===== src/rtl/hazard_forward_unit_pkg.sv =====
// Shared types and encodings for the EX-stage forwarding / load-use unit.
package hazard_forward_unit_pkg;

    localparam logic [1:0] FWD_REG = 2'b00;
    localparam logic [1:0] FWD_MEM = 2'b10;
    localparam logic [1:0] FWD_WB  = 2'b01;

    typedef enum logic {
        ST_RUN    = 1'b0,
        ST_BUBBLE = 1'b1
    } hz_state_t;

    typedef struct packed {
        logic [4:0] dest;
        logic       reg_write;
        logic       mem_read;
    } stage_t;

    function automatic logic [1:0] fwd_sel(
        input stage_t     mem,
        input stage_t     wb,
        input logic [4:0] src
    );
        logic [1:0] sel;
        sel = FWD_REG;
        if (mem.reg_write && (mem.dest != 5'd0) && (mem.dest == src))
            sel = FWD_MEM;
        else if (wb.reg_write && (wb.dest != 5'd0) && (wb.dest == src))
            sel = FWD_WB;
        return sel;
    endfunction

endpackage


===== src/rtl/hazard_forward_unit_stall_counter16.sv =====
// Saturating 16-bit count of load-use stall cycles.
module stall_counter16 (
    input  logic        clock,
    input  logic        reset_n,
    input  logic        i_inc,
    output logic [15:0] o_count
);

    logic [15:0] r_count;

    always_ff @(negedge clock or negedge reset_n) begin
        if (!reset_n)
            r_count <= 16'd0;
        else if (i_inc && (r_count != 16'hFFFF))
            r_count <= r_count + 16'd1;
    end

    assign o_count = r_count;

endmodule


===== src/rtl/hazard_forward_unit.sv =====
// EX-stage operand forwarding and one-cycle load-use stall generation.
module hazard_forward_unit
    import hazard_forward_unit_pkg::*;
(
    input  logic        clock,
    input  logic        reset_n,
    input  logic [4:0]  ex_rs,
    input  logic [4:0]  ex_rt,
    input  logic [4:0]  ex_dest,
    input  logic        ex_regWrite,
    input  logic        ex_memRead,
    input  logic [4:0]  id_rs,
    input  logic [4:0]  id_rt,
    output logic [1:0]  forwardA,
    output logic [1:0]  forwardB,
    output logic        stall,
    output logic        idex_bubble,
    output logic [15:0] stall_count
);

    stage_t    r_mem;
    stage_t    r_wb;
    hz_state_t r_state;
    hz_state_t w_state_nxt;
    logic      w_hazard;

    // Two-stage shift mirroring EX/MEM and MEM/WB.
    always_ff @(negedge clock or negedge reset_n) begin
        if (!reset_n) begin
            r_mem <= '0;
            r_wb  <= '0;
        end else begin
            r_mem.dest      <= ex_dest;
            r_mem.reg_write <= ex_regWrite;
            r_mem.mem_read  <= ex_memRead;
            r_wb.dest       <= r_mem.dest;
            r_wb.reg_write  <= r_mem.reg_write;
            r_wb.mem_read   <= 1'b0;
        end
    end

    assign forwardA = fwd_sel(r_mem, r_wb, ex_rs);
    assign forwardB = fwd_sel(r_mem, r_wb, ex_rt);

    always_ff @(negedge clock or negedge reset_n) begin
        if (!reset_n)
            r_state <= ST_RUN;
        else
            r_state <= w_state_nxt;
    end

    // In BUBBLE the EX slot holds the inserted nop, so no new hazard.
    always_comb begin
        w_state_nxt = r_state;
        w_hazard    = 1'b0;
        unique case (r_state)
            ST_RUN: begin
                w_hazard = ex_memRead && (ex_dest != 5'd0) &&
                           ((ex_dest == id_rs) || (ex_dest == id_rt));
                if (w_hazard)
                    w_state_nxt = ST_BUBBLE;
            end
            ST_BUBBLE: begin
                w_state_nxt = ST_RUN;
            end
            default: begin
                w_state_nxt = ST_RUN;
            end
        endcase
    end

    assign stall       = w_hazard;
    assign idex_bubble = w_hazard;

    stall_counter16 u_stall_cnt (
        .clock   (clock),
        .reset_n (reset_n),
        .i_inc   (w_hazard),
        .o_count (stall_count)
    );

endmodule


===== config.mk =====
export PLATFORM = sky130hd
export DESIGN_NAME = hazard_forward_unit
export DESIGN_NICKNAME = d
export VERILOG_FILES = /design/src/rtl/hazard_forward_unit_pkg.sv /design/src/rtl/hazard_forward_unit_stall_counter16.sv /design/src/rtl/hazard_forward_unit.sv
export SDC_FILE = /design/constraint.sdc
export NUM_CORES = 1
export LEC_CHECK = 0
export ABC_AREA = 1
export CORE_MARGIN = 10
export CORE_UTILIZATION = 48
export CTS_BUF_LIST = sky130_fd_sc_hd__clkbuf_8 sky130_fd_sc_hd__clkbuf_16
export CTS_CLUSTER_SIZE = 24
export DETAILED_ROUTE_END_ITERATION = 10
export GPL_ROUTABILITY_DRIVEN = 0
export HOLD_SLACK_MARGIN = 0.1
export PLACE_DENSITY = 0.75
export RECOVER_POWER = 25
export SYNTH_ARGS = -nofsm -noshare
export SYNTH_HDL_FRONTEND = slang
export SYNTH_SLANG_ARGS = --single-unit

===== constraint.sdc =====
create_clock -name clock -period 1.8 [get_ports clock]
set_input_delay 0.18 -clock clock [delete_from_list [all_inputs] [get_ports clock]]
set_output_delay 0.18 -clock clock [all_outputs]
set_load 0.05 [all_outputs]

==> results_dict.tcl <==
set metrics [dict create \
    run_status "complete, but fails checks" \
    failed_checks "setup timing" \
    global_route.usage.met2 0.288 \
    syn_nets 278 \
    p_per_area_nw_per_um2 609 \
    cts_inserted_buffers 5 \
    arrival_ps 2460 \
    grt.busiest_layer "met2" \
    final-setup-viol-count 39 \
    hpwl_reported_at_the_end_of_detailed_placement_um 4200 \
    synth_top_family_by_area "simple AND/OR/NAND/NOR gates" \
    grt_setup_unrepaired "true" \
    worst_r2r_path_depth 9 \
    number_of_global_route_vias_before_repair 2089 \
    synth_simple_gate_area_frac 0.397 \
    antenna_violations_before_repair 0 \
    timing.final.hold_violations 0 \
    drive_gt1_frac 0.397 \
    detail_route.first_pass.iterations 4 \
    grtUsageMet3 0.0391 \
    worstMarginPinSlew_ps 408 \
    p_switching_uw 613 \
    power_report.internal_total_uw 1310 \
    antenna_cells 0 \
    count_of_final_max_slew_check_failures 0 \
    slew_headroom 0.728 \
    use_met1 0.203 \
    tritoncts_num_sinks 29 \
    overall_overflow_remaining_after_global_route 0 \
    dpl_cell_area_um2 2920 \
    cts.path.max_buffers 2 \
    netlist_instances 248 \
    post_synth_instance_area_um2 1910 \
    synth.yosys.seq_area_share 0.381 \
    starting_drc_count_in_detailed_routing 178 \
    total_power_uw 1920 \
    vias_per_cell 5.52 \
    post_synth_fa_ha_maj_area_fraction 0.00656 \
    holdPathStages 0 \
    final_nets 365 \
    route.detailed.drc 0 \
    synthDistinctLibCells 24 \
    route.detailed.wl_per_inst_um 16.5 \
    clkLatencyLatePin_ps 280 \
    cts_tree "built" \
    clock-root-buffer "sky130_fd_sc_hd__clkbuf_8" \
    stdcell_count 383 \
    yosys_warnings 0 \
    io_buffer_count 50 \
    holdCritPathClass "reg -> reg" \
    worst_path_maximum_fanout 4 \
    clk_pin_slew_worst_paths_ps 40 \
    wl_um 6320 \
    fp.dieW_um 83.0 \
    clkPwrFrac 0.270 \
    grt_first_pass_wirelength_um 9960 \
    die_area_um2 6890 \
    grt_start_max_net_pins 30 \
    seqPwrFrac 0.391 \
    synth-xor-area-share 0.133 \
    clock-skew-final_ps 5.47 \
    placed_cells_incl_taps 365 \
    count_of_hold_buffers_inserted_by_post_cts_repair 0 \
    crit_path_end_kind "output port" \
    crit_path_required_time_ps 1620 \
    layout_setup_ws_ps -844 \
    max_cap_violations 0 \
    core.rowCount 22 \
    vias 2114 \
    coreArea_um2 3740 \
    ys_ff_latch 29 \
    whs_ps 344 \
    initial_utilization 0.509 \
    synth_compound_area_frac 0.0131 \
    ir_worst_vdd_mv 0.773 \
    track_usage 0.169 \
    synth.area.mux_share 0 \
    floorplan.die.height_um 83.0 \
    cellLeakagePower_uw 0.00148 \
    worst_setup_start_kind "flip-flop" \
    antenna_left 0 \
    comb_power_share 0.339 \
    switching_share_of_total_power 0.319 \
    fin_area_um2 3150 \
    clock_tree.htree_level_count 2 \
    tns_ps -14950 \
    layout.filler_cells 201 \
    synthesis.area_per_instance_um2 7.69 \
    design.portCount 51 \
    setup.worst_path.class "reg -> out" \
    areaGrowthSynthToFinish_pct 65.4 \
]
==> layout by cell type, fill, tap and decap left out <==
cell type,synthesis,final
sky130_fd_sc_hd__clkdlybuf4s50_1,0,12
sky130_fd_sc_hd__o21ai_2,0,1
sky130_fd_sc_hd__nor3_1,4,2
sky130_fd_sc_hd__buf_6,0,6
sky130_fd_sc_hd__xnor2_1,18,16
sky130_fd_sc_hd__nand3b_1,2,2
sky130_fd_sc_hd__buf_12,1,24
sky130_fd_sc_hd__dfrtn_1,29,29
sky130_fd_sc_hd__inv_1,20,16
sky130_fd_sc_hd__buf_8,0,2
sky130_fd_sc_hd__buf_2,3,6
sky130_fd_sc_hd__clkbuf_1,0,4
sky130_fd_sc_hd__xor2_1,11,11
sky130_fd_sc_hd__nand2_2,11,25
sky130_fd_sc_hd__clkinv_1,1,1
sky130_fd_sc_hd__nand2_1,74,59
sky130_fd_sc_hd__nand3_1,7,5
sky130_fd_sc_hd__buf_4,1,29
sky130_fd_sc_hd__dlygate4sd2_1,0,1
sky130_fd_sc_hd__ha_2,0,1
sky130_fd_sc_hd__nor2_2,0,5
sky130_fd_sc_hd__xnor2_2,0,2
sky130_fd_sc_hd__clkbuf_8,0,6
sky130_fd_sc_hd__a21oi_4,0,1
sky130_fd_sc_hd__nor3_4,0,2
sky130_fd_sc_hd__inv_4,0,2
sky130_fd_sc_hd__nand4_1,25,25
sky130_fd_sc_hd__nand2_4,2,3
sky130_fd_sc_hd__inv_2,3,6
sky130_fd_sc_hd__nor2_1,24,16
sky130_fd_sc_hd__nor3_2,1,1
sky130_fd_sc_hd__nor2_4,3,6
sky130_fd_sc_hd__nand3_2,1,2
sky130_fd_sc_hd__nand3_4,1,3
sky130_fd_sc_hd__o21ai_0,4,3
==> stage by stage <==
step	setup slack, ps	util
CTS	-854	0.823
detailed placement	-1010	0.780
global placement	-943	0.780
finish	-844	0.842
floorplan	-735	-
global route	-932	0.842
==> metal layers <==
| layer | part of all wire | up-vias |
|---|---|---|
| li1 | - | 978 |
| met1 | 0.40 | 1003 |
| met2 | 0.50 | 116 |
| met3 | 0.074 | 17 |
| met4 | 0.023 | 0 |
| met5 | 0 | - |
==> synth_stat cells <==
master	instances	area [µm²]
sky130_fd_sc_hd__nor2_4	3	33.8
sky130_fd_sc_hd__nand2_1	74	278
sky130_fd_sc_hd__buf_12	1	20.0
sky130_fd_sc_hd__nor3_1	4	20.0
sky130_fd_sc_hd__nand3_2	1	10.0
sky130_fd_sc_hd__o21ai_0	4	20.0
sky130_fd_sc_hd__a21oi_1	1	5.00
sky130_fd_sc_hd__ha_1	1	12.5
sky130_fd_sc_hd__nand2_4	2	22.5
sky130_fd_sc_hd__nand3_4	1	17.5
sky130_fd_sc_hd__dfrtn_1	29	726
sky130_fd_sc_hd__nand4_1	25	156
sky130_fd_sc_hd__buf_4	1	7.51
sky130_fd_sc_hd__nand2_2	11	68.8
sky130_fd_sc_hd__xnor2_1	18	158
sky130_fd_sc_hd__buf_2	3	15.0
sky130_fd_sc_hd__nor2_1	24	90.1
sky130_fd_sc_hd__nor3_2	1	10.0
sky130_fd_sc_hd__inv_2	3	11.3
sky130_fd_sc_hd__clkinv_1	1	3.75
sky130_fd_sc_hd__nand3b_1	2	15.0
sky130_fd_sc_hd__nand3_1	7	35.0
sky130_fd_sc_hd__xor2_1	11	96.3
sky130_fd_sc_hd__inv_1	20	75.1
==> final timing paths <==
kind,startpoint,end,slack [ps]
max,r_mem[5],forwardA[0],-840
min,r_mem[1],r_wb[1],340
max reg2reg,u_stall_cnt.o_count[1],u_stall_cnt.o_count[14],-50
min reg2reg,r_mem[1],r_wb[1],340
max in group asynchronous,reset_n,r_mem[5],550
min in group asynchronous,reset_n,u_stall_cnt.o_count[1],1050
==> timing repair <==
| action | in CTS | in global routing |
|---|---|---|
| setup buffers | 6 | 4 |
| hold endpoints to repair | 0 | 0 |
| cloned | 1 | 0 |
| gates resized for setup | 88 | 27 |
| setup endpoints to repair | 39 | 38 |
| pin swaps | 26 | 15 |
==> registers in the layout (all words and copies together) (netlist names) <==
name and flops:
u_stall_cnt.o_count 16, r_mem 6, r_state 1, r_wb 6
==> layout make-up <==
class	instances	area (µm²)	share of cell area
repair buffers	84	970	0.308
well taps	48	60.1	0.0190
inverters	24	95.1	0.0302
clock buffers	6	82.6	0.0262
multi-input cells	191	1220	0.386
flip-flops and latches	29	726	0.230
clock inverters	1	3.75	0.00119
==> cells by family after synthesis <==
family / Yosys count
compound gates: 5
xor+xnor: 29
fa+ha+maj: 1
buf+inv: 29
flops: 29
simple gates: 155
==> power groups by stage <==
stage / Sequential, µW / Clock (µW) / Combinational [µW]
global route: 754 / 556 / 691
detailed placement: 771 / 0 / 562
global placement: 769 / 0 / 550
floorplan: 849 / 0 / 186
finish: 751 / 519 / 651
CTS: 749 / 523 / 623
==> critical path: stages (launching register included) <==
cell and delay, ps:
sky130_fd_sc_hd__dfrtn_1 480, sky130_fd_sc_hd__xnor2_1 150, sky130_fd_sc_hd__nand4_1 180, sky130_fd_sc_hd__nor3_4 270
sky130_fd_sc_hd__nor2_4 60, sky130_fd_sc_hd__buf_12 150
(Power assumes the default switching activity.)
